==> src/rtl/pipe_dbg_pkg.sv <==
// Shared command and state encodings for the pipeline step/trace controller.
package pipe_dbg_pkg;

  localparam logic [1:0] MODE_STEP     = 2'd0;
  localparam logic [1:0] MODE_RUN_N    = 2'd1;
  localparam logic [1:0] MODE_RUN_FREE = 2'd2;
  localparam logic [1:0] MODE_HALT     = 2'd3;

  typedef enum logic {
    ST_IDLE = 1'b0,
    ST_RUN  = 1'b1
  } state_t;

endpackage

==> src/rtl/trace_fifo.sv <==
// Show-ahead trace FIFO. When OVERWRITE is set, a write into a full FIFO drops
// the oldest entry and raises the sticky overflow flag.
module trace_fifo #(
  parameter int DATA_W    = 32,
  parameter int DEPTH     = 16,
  parameter bit OVERWRITE = 1'b0
) (
  input  logic                     clk,
  input  logic                     rst_n,
  input  logic                     wr,
  input  logic [DATA_W-1:0]        wr_data,
  input  logic                     rd,
  output logic [DATA_W-1:0]        rd_data,
  output logic                     empty,
  output logic                     full,
  output logic [$clog2(DEPTH):0]   level,
  output logic                     overflow
);

  localparam int AW = $clog2(DEPTH);
  localparam int LW = AW + 1;

  logic [DATA_W-1:0] mem [DEPTH];
  logic [AW-1:0]     rd_ptr;
  logic [AW-1:0]     wr_ptr;
  logic [LW-1:0]     count;
  logic              pop;
  logic              push;
  logic              drop;

  assign empty    = (count == '0);
  assign full     = (count == LW'(DEPTH));
  assign level    = count;
  assign pop      = rd & ~empty;
  assign push     = wr & (pop | ~full | OVERWRITE);
  // A dropping write replaces the oldest slot, so both pointers move and the level holds.
  assign drop     = wr & ~pop & full & OVERWRITE;
  assign rd_data  = empty ? '0 : mem[rd_ptr];

  always_ff @(posedge clk) begin
    if (push) begin
      mem[wr_ptr] <= wr_data;
    end
  end

  always_ff @(posedge clk or negedge rst_n) begin
    if (!rst_n) begin
      rd_ptr   <= '0;
      wr_ptr   <= '0;
      count    <= '0;
      overflow <= 1'b0;
    end else begin
      if (push) begin
        wr_ptr <= wr_ptr + 1'b1;
      end
      if (pop | drop) begin
        rd_ptr <= rd_ptr + 1'b1;
      end
      if (push & ~pop & ~drop) begin
        count <= count + 1'b1;
      end else if (pop & ~push) begin
        count <= count - 1'b1;
      end
      if (drop) begin
        overflow <= 1'b1;
      end
    end
  end

endmodule

==> src/rtl/pipeline_step_trace.sv <==
// Debug clock-enable generator for the pipeline core (step / run-N / free-run)
// with a trace FIFO capturing every enabled, valid writeback word.
module pipeline_step_trace
  import pipe_dbg_pkg::*;
#(
  parameter int DATA_W       = 32,
  parameter int DEPTH        = 16,
  parameter int CNT_W        = 16,
  parameter bit STOP_ON_FULL = 1'b1
) (
  input  logic                   clk,
  input  logic                   rst_n,
  input  logic                   cmd_valid,
  output logic                   cmd_ready,
  input  logic [1:0]             cmd_mode,
  input  logic [CNT_W-1:0]       cmd_count,
  output logic                   pipe_en,
  input  logic                   wb_valid,
  input  logic [DATA_W-1:0]      wb_data,
  input  logic                   trace_rd,
  output logic [DATA_W-1:0]      trace_data,
  output logic                   trace_empty,
  output logic                   trace_full,
  output logic [$clog2(DEPTH):0] trace_level,
  output logic                   overflow,
  output logic                   busy,
  output logic [CNT_W-1:0]       cycle_count
);

  state_t           state;
  logic             free_run;
  logic [CNT_W-1:0] remaining;
  logic             accept;
  logic             stall;
  logic             capture;

  // While running, only HALT may be accepted; everything else waits for IDLE.
  assign cmd_ready = (state == ST_IDLE) | (cmd_mode == MODE_HALT);
  assign accept    = cmd_valid & cmd_ready;
  assign stall     = STOP_ON_FULL & trace_full & ~trace_rd;
  assign pipe_en   = (state == ST_RUN) & ~stall;
  assign busy      = (state == ST_RUN);
  assign capture   = pipe_en & wb_valid;

  always_ff @(posedge clk or negedge rst_n) begin
    if (!rst_n) begin
      state       <= ST_IDLE;
      free_run    <= 1'b0;
      remaining   <= '0;
      cycle_count <= '0;
    end else begin
      case (state)
        ST_IDLE: begin
          if (accept) begin
            case (cmd_mode)
              MODE_STEP: begin
                state       <= ST_RUN;
                remaining   <= CNT_W'(1);
                free_run    <= 1'b0;
                cycle_count <= '0;
              end
              MODE_RUN_N: begin
                if (cmd_count != '0) begin
                  state       <= ST_RUN;
                  remaining   <= cmd_count;
                  free_run    <= 1'b0;
                  cycle_count <= '0;
                end
              end
              MODE_RUN_FREE: begin
                state       <= ST_RUN;
                remaining   <= '0;
                free_run    <= 1'b1;
                cycle_count <= '0;
              end
              default: begin
              end
            endcase
          end
        end
        ST_RUN: begin
          // Stalled cycles neither count nor consume the remaining budget.
          if (pipe_en) begin
            if (cycle_count != {CNT_W{1'b1}}) begin
              cycle_count <= cycle_count + 1'b1;
            end
            if (!free_run) begin
              remaining <= remaining - 1'b1;
              if (remaining == CNT_W'(1)) begin
                state <= ST_IDLE;
              end
            end
          end
          if (accept) begin
            state <= ST_IDLE;
          end
        end
        default: state <= ST_IDLE;
      endcase
    end
  end

  trace_fifo #(
    .DATA_W   (DATA_W),
    .DEPTH    (DEPTH),
    .OVERWRITE(!STOP_ON_FULL)
  ) u_trace_fifo (
    .clk     (clk),
    .rst_n   (rst_n),
    .wr      (capture),
    .wr_data (wb_data),
    .rd      (trace_rd),
    .rd_data (trace_data),
    .empty   (trace_empty),
    .full    (trace_full),
    .level   (trace_level),
    .overflow(overflow)
  );

endmodule

==> config.mk <==
export PLATFORM = sky130hd
export DESIGN_NAME = pipeline_step_trace
export DESIGN_NICKNAME = d
export VERILOG_FILES = /design/src/rtl/pipe_dbg_pkg.sv /design/src/rtl/trace_fifo.sv /design/src/rtl/pipeline_step_trace.sv
export SDC_FILE = /design/constraint.sdc
export NUM_CORES = 1
export LEC_CHECK = 0
export BUFFER_PORTS_ARGS = -buffer_cell sky130_fd_sc_hd__buf_2
export CAP_MARGIN = 10
export CORE_ASPECT_RATIO = 0.8
export CORE_UTILIZATION = 50
export CTS_CLUSTER_SIZE = 8
export DETAILED_ROUTE_END_ITERATION = 12
export PLACE_DENSITY_LB_ADDON = 0.05
export SLEW_MARGIN = 20
export SYNTH_ARGS = -nofsm -noshare
export SYNTH_HDL_FRONTEND = slang
export SYNTH_SLANG_ARGS = --single-unit
==> constraint.sdc <==
create_clock -name clk -period 5.51 [get_ports clk]
set_clock_uncertainty 0.15 [all_clocks]
set_input_delay 0.8265 -clock clk [delete_from_list [all_inputs] [get_ports clk]]
set_output_delay 0.8265 -clock clk [all_outputs]
set_load 0.1 [all_outputs]
### After elaboration in Yosys (flattened, before gate mapping)

Memories as Yosys holds them, arrays and structs flattened.
Index checks and enable logic that the tools add are counted.

| word-level totals | value |
|---|---|
| memories | 1 |
| memory bits (writable) | 512 |
| flip-flop bits (word level) | 47 |

| operators by class | value |
|---|---|
| mux-type cells | 27 |
| reduce and logical (&&, ||, !) cells | 9 |
| bitwise gates (word level) | 17 |
| $add $sub $neg | 6 |
| eq/ne operators | 14 |

Memories:

| memory | depth | width | rd ports | clocked after Yosys merged registers in | write ports | RTL line | RTL |
|---|---|---|---|---|---|---|---|
| u_trace_fifo.mem | 16 | 32 | 1 | 0 | 1 | trace_fifo.sv:23 | `logic [DATA_W-1:0] mem [DEPTH];` |

Operators by type and width:

| kind | number |
|---|---|
| $mux W16 | 8 |
| $pmux W16 S2 | 3 |
| $pmux W16 S3 | 1 |
| $mux W32 | 1 |
| $add A16 B1 Y16 const B | 1 |
| $eq A16 B1 Y1 const B | 1 |
| $ne A16 B16 Y1 const B | 1 |
| $reduce_bool A16 Y1 | 1 |
| $sub A16 B1 Y16 const B | 1 |
| $mux W5 | 2 |
| $reduce_and A5 Y1 | 2 |
| $mux W1 | 9 |
| $add A4 B1 Y4 const B | 2 |
| $and A1 B1 Y1 | 8 |
| $ne A2 B2 Y1 const B | 4 |
| $not A1 Y1 | 7 |
| $add A5 B1 Y5 const B | 1 |
| $eq A5 B5 Y1 const B | 1 |
| $logic_not A5 Y1 | 1 |
| $sub A5 B1 Y5 const B | 1 |
| $eq A2 B2 Y1 const B | 2 |
| $ne A4 B1 Y1 const B | 1 |
| $pmux W1 S2 | 2 |
| $reduce_and A4 Y1 | 1 |
| 10 further kinds | 11 |

### Longest topological paths before layout

Gate-level depths: netlist of the first run.

| logic depth | value |
|---|---|
| depth after elaboration | 10 |
| mapped depth | 13 |

### Cells and area by module

From an unflattened synthesis of the first run, not the netlist that was laid out.

| unflattened totals | value |
|---|---|
| cells, all modules | 1,158 |
| area total of the unflattened synthesis | 22,591.7 um^2 |

By module, submodules not included:

| module | area each (um^2) | times used | cells each |
|---|---|---|---|
| trace_fifo | 20,206.9 | 1 | 886 |
| pipeline_step_trace | 2,384.8 | 1 | 272 |

### Worst setup path after synthesis of the first run

No wires, ideal clock.

| timing | value |
|---|---|
| path type | register to register |
| start point | register state (netlist: busy) |
| end point | memory u_trace_fifo.mem[3][0] (enable) |
| path buffers | 2 |
| data arrival time | 5,131 ps |
| slack | -232 ps |
| data required time | 4,899 ps |
| cell stages (with the launch flop) | 8 |
| path through | dfrtp_1 > buf_2 > inv_1 > a21oi_2 > and2_1 > clkbuf_1 > nand2_1 > nor3_1 |

| between the ends | value |
|---|---|
| word-level cells in the longest chain between the ends | 5 |

Ends and longest elaborated chain:

| element | RTL line | RTL |
|---|---|---|
| from (decl) | pipeline_step_trace.sv:30 | `state_t state;` |
| from (signal assigned) | pipeline_step_trace.sv:47 | `state <= ST_IDLE;` |
| from (signal assigned) | pipeline_step_trace.sv:57 | `state <= ST_RUN;` |
| from (signal assigned) | pipeline_step_trace.sv:64 | `state <= ST_RUN;` |
| $and A1 B1 Y1 | pipeline_step_trace.sv:41 | `assign pipe_en = (state == ST_RUN) & ~stall;` |
| named net pipe_en | pipeline_step_trace.sv:17 | `output logic pipe_en,` |
| $and A1 B1 Y1 | pipeline_step_trace.sv:43 | `assign capture = pipe_en & wb_valid;` |
| $and A1 B1 Y1 | trace_fifo.sv:35 | `assign push = wr & (pop \| ~full \| OVERWRITE);` |
| named net u_trace_fifo.push | trace_fifo.sv:28 | `logic push;` |
| $mux W1 | trace_fifo.sv:41 | `if (push) begin` |
| $mux W1 (not written as such) | trace_fifo.sv:42 | `mem[wr_ptr] <= wr_data;` |
| to (decl) | trace_fifo.sv:23 |  |

The timed path passes the listed nets, and every way through them passes these cells.

### Worst setup path after layout of the first run

| timing | value |
|---|---|
| start point | register u_trace_fifo.rd_ptr[1] |
| end point | output trace_data[8] |

| between the ends | value |
|---|---|
| word-level cells in the longest chain between the ends | 2 |

Ends and longest elaborated chain:

| element | RTL line | RTL |
|---|---|---|
| from (decl) | trace_fifo.sv:24 | `logic [AW-1:0] rd_ptr;` |
| from (signal assigned) | trace_fifo.sv:57 | `rd_ptr <= rd_ptr + 1'b1;` |
| $mem_v2 Z16 W32 | n/a |  |
| $mux W32 | trace_fifo.sv:38 | `assign rd_data = empty ? '0 : mem[rd_ptr];` |
| to (decl) | pipeline_step_trace.sv:21 | `output logic [DATA_W-1:0] trace_data,` |

Every way passes these cells.

==> metrics.txt, run 1 <==
status finished, final reports clean; final setup fails 0; maximum achievable frequency 0.2267 GHz; CTS Sinks 559; Syn. warnings 0; crit path max fanout 52; fin nets 1336; initial core utilization 0.5065; number of DRC markers in iteration 0 1104; Distinct cells, synth 59; GR Layer Usage met3 0.04433; Post-Syn Area 22430 sq um; post-synth top area share 0.6854; Row Count 69; Total Wirelength around 50 mm; initial antenna violation count 3; Tmin final 4412 ps; Crit path arrival time around 3400 ps; Synth Area per Inst 20.45 sq um; Die X 238.8 um; ys async rst share 0.08408; Seq/Total Area, Yosys 0.7378; RSZ-0062 raised after global routing no; met2 usage 0.3380; syn nets 1165; Rel. slew slack 0.2925; critical path type flip-flop to output port; TritonCTS clock tree done; Power Dens Cells 601.6 nW/um^2; Worst Max-Slew Pin Slew 1061 ps; synth cell count leaders 512 x edfxtp_1, 160 x mux4_2, 47 x dfrtp_1; count leader, synth edfxtp_1; layout cells sized above 1 0.3328; Synth Register Bits ~560; Req. time, crit path between 4000 and 5000 ps; wire per inst 26.40 um; top cells by area, synth edfxtp_1 69%, mux4_2 16%, dfrtp_1 5.2%, nor2b_1 0.95%, ha_1 0.67%; post-CTS resize count 0; final HPWL from detailed placement ~27 mm; Clock Tree Buf Depth 3; area leader, netlist edfxtp_1; Final Hold Vio Count 0; Tightest Hold Check Type primary input to asynchronous set/reset pin; number of global-route vias before repair approximately 12000; cells along the critical path buf_4 -> mux4_2 -> mux4_2 -> nor2b_1 -> buf_2; total track usage 0.2274; Worst-Skew Late Latency 600 ps; die area between 40000 and 50000 sq um; DR pass1 iterations 7; Max Cap Viol 0; PortBufs roughly 110; startpoint types flip-flop; Crit-path slowest cell dfrtp_4; Setup TNS Final 0 ps; Tcrit/Tclk final 0.8007; GP Congestion ~0.82; P_leak ~8.7 nW; number of synthesized flops with an enable pin ~510; residual DRC count 0; crit end category output port; DR vias approximately 11000; met1 Use GR 0.3437; Die Y roughly 190 um; H-tree depth 3; path depth of the worst reg2reg path 11; Fillers 3254; Placeable Area roughly 44000 sq um; post-synthesis instance total 1097; max-slew violation count 0; prevailing post-synth register cell edfxtp_1; CTS Buf Count 79; Critical Path Most Common Cell mux4_2; worst vdd ir 491.7 uV; Area after DPL 23990 sq um; CTS root buf clkbuf_16; total gr overflow 0; largest net degree at the start of global routing between 50 and 60; hold_buf cts 0; Post-CTS Setup Bufs 0; Ports 114; P&R area growth vs syn 16.61%; Via density 6.010; post-route ant nets 0; final instance area 26160 sq um; Most Crowded Layer GR met1; largest stage delay on the critical path 970 ps; global-route wire length before repair 74.52 mm; clock-pin slew on the worst setup and hold paths around 50 ps
sequential cells by signal, indices dropped and copies added (netlist names):
signal,flops
remaining,16
u_trace_fifo.level,5
u_trace_fifo.mem,512
u_trace_fifo.wr_ptr,4
busy,1
u_trace_fifo.rd_ptr,4
free_run,1
cycle_count,16
where the power goes:
part / leakage, nW / total [mW] / switching, mW / internal (mW)
sequential: 5.20 / 5.56 / 0.512 / 5.05
clock: 1.05 / 4.29 / 1.67 / 2.62
combinational: 2.46 / 5.89 / 3.94 / 1.95
critical path: cells and delay by family (launching register included):
family                 cells  cell delay [ps]
flip-flops                 1              970
multiplexers               2              880
buffers and inverters      2              740
AND/OR/NAND/NOR            1              170
cell type report:
class,count,area (sq um),area share
Clock inverter,5,85.08,0.003253
Clock buffer,94,2076,0.07936
Inverter,11,41.29,0.001579
Sequential cell,559,16560,0.6332
Tap cell,603,754.5,0.02884
Multi-Input combinational cell,467,5728,0.2190
Antenna cell,1,2.502,0.00009567
Timing Repair Buffer,150,908.4,0.03473
metrics by stage:
| step | power (mW) | worst slack [ps] | hold WS (ps) | utilization | instances |
|---|---|---|---|---|---|
| floorplan | 10.23 | 623.2 | 318.8 | - | 1097 |
| global placement | 11.57 | 1715 | 355.2 | 0.5417 | 1790 |
| detailed placement | 11.60 | 1733 | 355.5 | 0.5417 | 1790 |
| CTS | 15.93 | 1067 | 192.5 | 0.5905 | 1889 |
| global route | 16.38 | 986.3 | 209.9 | 0.5906 | 1890 |
| finish | 15.74 | 1098 | 185.8 | 0.5906 | 1890 |
per-layer routing:
layer | share of wire | vias to the layer above
met2 | 0.46 | 337
met1 | 0.46 | 6037
li1 | - | 4908
met3 | 0.058 | 73
met5 | 0.00052 | -
met4 | 0.018 | 4
kinds of logic after synthesis:
logic type,count (synthesis),share of synthesized area
xor gates and xnor gates,10,0.003904
adders and majority gates,13,0.007586
muxes,170,0.1653
DFF,559,0.7378
and+or+nand+nor,190,0.04713
AOI/OAI and AO/OA,83,0.02493
other,1,0.0001672
buffers and inverters,71,0.01316
layout by cell type (no fill, tap or decap), types with 12 or more instances in the layout:
master and count:
edfxtp_1 512, mux4_2 160, buf_2 112, clkbuf_16 81, dfrtp_1 43, nand2_1 36, nor2b_1 34, buf_4 33
nand3_1 23, a21oi_1 22, o21ai_0 16, nor2_1 15, nor2_4 13, or4_1 13, clkbuf_1 13, o31ai_1 12
ha_1 12
path summary, 6_finish.rpt:
| kind | startpoint | to | slack (ps) |
|---|---|---|---|
| setup reg to reg | busy | u_trace_fifo.level[4] | 1680 |
| max in group asynchronous | rst_n | u_trace_fifo.rd_ptr[0] | 4530 |
| setup / recovery | u_trace_fifo.rd_ptr[1] | trace_data[8] | 1100 |
| hold reg to reg | remaining[12] | remaining[12] | 380 |
| min in group clk | cmd_count[13] | remaining[13] | 340 |
| hold / removal | rst_n | u_trace_fifo.level[2] | 190 |
Power figures use the tool's default switching activity.
==> inputs of run 2 (changes only) <==
Settings changed: ABC_AREA set to 1.
Clock period 5.51 ns to 3.6 ns, I/O delays scaled along.
==> run 2 against run 1 <==
  * Flip-flop and latch count unchanged
  * Global-route usage up 3.0 points
  * Synthesized cell count up 99%
  * Critical path depth up 3
  * Cell count up 56%
  * Sequential power up 43%
  * Critical path type unchanged
  * Largest cell class unchanged
  * Highest routed layer unchanged
==> metrics.txt, run 2 <==
status finished, final reports clean; commonest non-fill, non-tap cell in the layout nand2_1; die area 48300 sq um (+5.6%); ys async rst share 0.08408 (unchanged); Synth Area per Inst 10.85 sq um (-47%); top cells by area, synth edfxtp_1 65%, nand2_1 13%, nand3_1 8.8%, dfrtp_1 5.0%, buf_2 1.3%; Tmin final approximately 3500 ps; Placeable Area 46240 sq um (+4.4%); Seq/Total Area, Yosys 0.6980 (-0.03979); clock-pin slew on the worst setup and hold paths 50 ps (about the same); Total Wirelength 60.82 mm (+22%); Worst Max-Slew Pin Slew 889.9 ps (-171.3 ps); biggest regs u_trace_fifo.mem x512, cycle_count x16, remaining x16; P_leak 10.74 nW (+23%); Via density 5.506 (-8.4%); number of global-route vias before repair 15740 (+36%); final core occ 0.6039 (+0.01331); Req. time, crit path 2910 ps (-1620 ps); Crit-path slowest cell dfrtp_4; critical path type flip-flop to output port; CTS root buf clkbuf_16; count leader, synth nand2_1; path depth of the worst reg2reg path 7 (-4); Critical Path Most Common Cell nand2_1; Max Cap Viol 0 (unchanged); Largest Register u_trace_fifo.mem; most frequent cells in the layout 838 x nand2_1, 512 x edfxtp_1, 417 x nand3_1; TritonCTS clock tree done; cells along the critical path buf_16 -> nand2_1 -> nand3_1 -> nand3_1 -> nand2_1 -> nand2_1 -> a21oi_1 -> buf_12; Rel. slew slack 0.4067 (+0.1142); synth cell count leaders 838 x nand2_1, 512 x edfxtp_1, 417 x nand3_1; initial antenna violation count 4 (+1); Row Count 70 (+1.4%); Die X 245.5 um (+2.8%); post-synthesis instance total 2186 (+99%); Critical R2R Capture u_trace_fifo.mem[9][5]; Final Hold Vio Count 0 (unchanged); total track usage 0.2575 (+0.03010); Tcrit/Tclk final 0.9686; GP Congestion 0.8503 (+3.7%); maximum achievable frequency around 0.29 GHz; area leader, netlist edfxtp_1; Largest register FFs 512 (unchanged); largest net degree at the start of global routing 141 (+170%); global-route wire length before repair 93.18 mm (+25%); final HPWL from detailed placement 31.61 mm (+16%); Crit path arrival time 2800 ps (-640 ps); Synth Register Bits 559 (unchanged); Syn. warnings 0 (unchanged); number of synthesized flops with an enable pin 512 (unchanged); Reg2Reg Launch Point u_trace_fifo.level[2]; Ports 114 (unchanged); post-synth top area share 0.6484 (-0.03697); Setup TNS Final 0 ps (unchanged); post-route ant nets 0 (unchanged); final instance area 27930 sq um (+6.8%); critical path endpoint trace_data[10]; layout cells sized above 1 0.1293 (-0.2035); crit path max fanout 140 (+170%); initial core utilization 0.5127 (+0.006233); number of DRC markers in iteration 0 1405 (+27%); Power Dens Cells 976.9 nW/um^2 (+62%); Worst-Skew Late Latency 600 ps (about the same); Clock Tree Buf Depth 3 (unchanged); Area after DPL 25680 sq um (+7.1%); fin nets 2378 (+78%); largest stage delay on the critical path 500 ps (-470 ps); startpoint types flip-flop; wire per inst 20.57 um (-22%); DR vias 16280 (+43%); syn nets 2254 (+93%); H-tree depth 3 (unchanged); Post-CTS Setup Bufs 0 (unchanged); Setup crit start u_trace_fifo.rd_ptr[0]; Post-Syn Area 23710 sq um (+5.7%); max-slew violation count 0 (unchanged); P&R area growth vs syn 17.78%; CTS Buf Count 79 (unchanged); RSZ-0062 raised after global routing no; CTS Sinks 559 (unchanged); crit end category output port; worst reg2reg setup slack 830 ps (-850 ps); total gr overflow 0 (unchanged); PortBufs 112 (unchanged); prevailing post-synth register cell edfxtp_1; Die Y 196.8 um (+2.8%); DR pass1 iterations 7 (unchanged); Tightest Hold Check Type primary input to flip-flop; final setup fails 0 (unchanged); worst vdd ir 1421 uV (+190%); Distinct cells, synth 33 (-44%); residual DRC count 0 (unchanged)
-- run 2: cell count changes in the layout (fill, tap and decap cells not counted), moves of 32 or more --
cell,before,now
nand3_1,23,417
buf_2,112,80
nor2_1,15,65
buf_12,5,46
nor2b_1,34,0
mux4_2,160,0
nand2_1,36,838
-- run 2: layer usage --
layer	routed length, um	share of wire	global-route usage	vias up
met3	4031	0.066	0.04589	120
li1	-	-	-	7752
met2	27160	0.45	0.3926	566
met4	1527	0.025	0.08650	4
met1	28080	0.46	0.3744	7835
met5	21	0.00035	0	-
-- run 2: critical path, delay by kind of cell (launching register included) --
kind	cells	cell delay, ps
AO/OA/AOI/OAI	1	370
buffers and inverters	2	620
flip-flops	1	500
AND/OR/NAND/NOR	5	500
-- run 2: what timing repair did --
| action | 4_1_cts | 5_1_grt |
|---|---|---|
| hold buffers | 1 | 0 |
| gates resized for setup | 2 | 6 |
| pin swaps | 0 | 0 |
| endpoints found under the hold margin | 33 | 0 |
| setup endpoints to repair | 2 | 12 |
-- run 2: area by class of cell --
cell class	instances	area [sq um]
fillers	3793	18320
flip-flops and latches	559	16570
multi-input cells	1465	6591
clock buffers	111	2161
repair buffers	164	1637
well taps	612	765.7
inverters	41	168.9
clock inverters	3	33.78
diodes	1	2.502
-- run 2: worst min path at each step --
stage / start / end / slack (ps) / cells after the start
finish: cmd_count[11] / remaining[11] / 110 / 5
global route: cmd_count[14] / remaining[14] / 110 / 5
CTS: cmd_mode[0] / free_run / 80 / 4
detailed placement: remaining[3] / remaining[3] / 340 / 2
global placement: remaining[3] / remaining[3] / 340 / 2
floorplan: rst_n / busy / 90 / 0
-- run 2: stage by stage --
stage	setup slack [ps]	instances	hold slack, ps	total power [mW]
finish	113.0	2956	108.7	27.28
floorplan	-169.1	2186	94.41	16.50
global route	26.79	2956	113.3	28.61
detailed placement	601.4	2840	336.9	20.67
global placement	625.9	2840	337.0	20.58
CTS	67.32	2955	76.55	27.41
-- run 2: cell families (layout without fill, tap and decap cells) --
logic type	Yosys count	after routing	share of synthesized area
adders and majority gates	13	13	0.007177
and+or+nand+nor	1361	1361	0.2413
AOI/OAI and AO/OA	67	67	0.01446
other	1	2	0.0001582
DFF	559	559	0.6980
xor gates and xnor gates	23	23	0.008496
buffers and inverters	162	319	0.03034
-- run 2: report_power, final --
part           internal (mW)  switching, mW  total, mW
Combinational           3.65           8.98       12.6
Sequential              7.69          0.278       7.96
Clock                   4.10           2.59       6.69
Total                   15.4           11.9       27.3
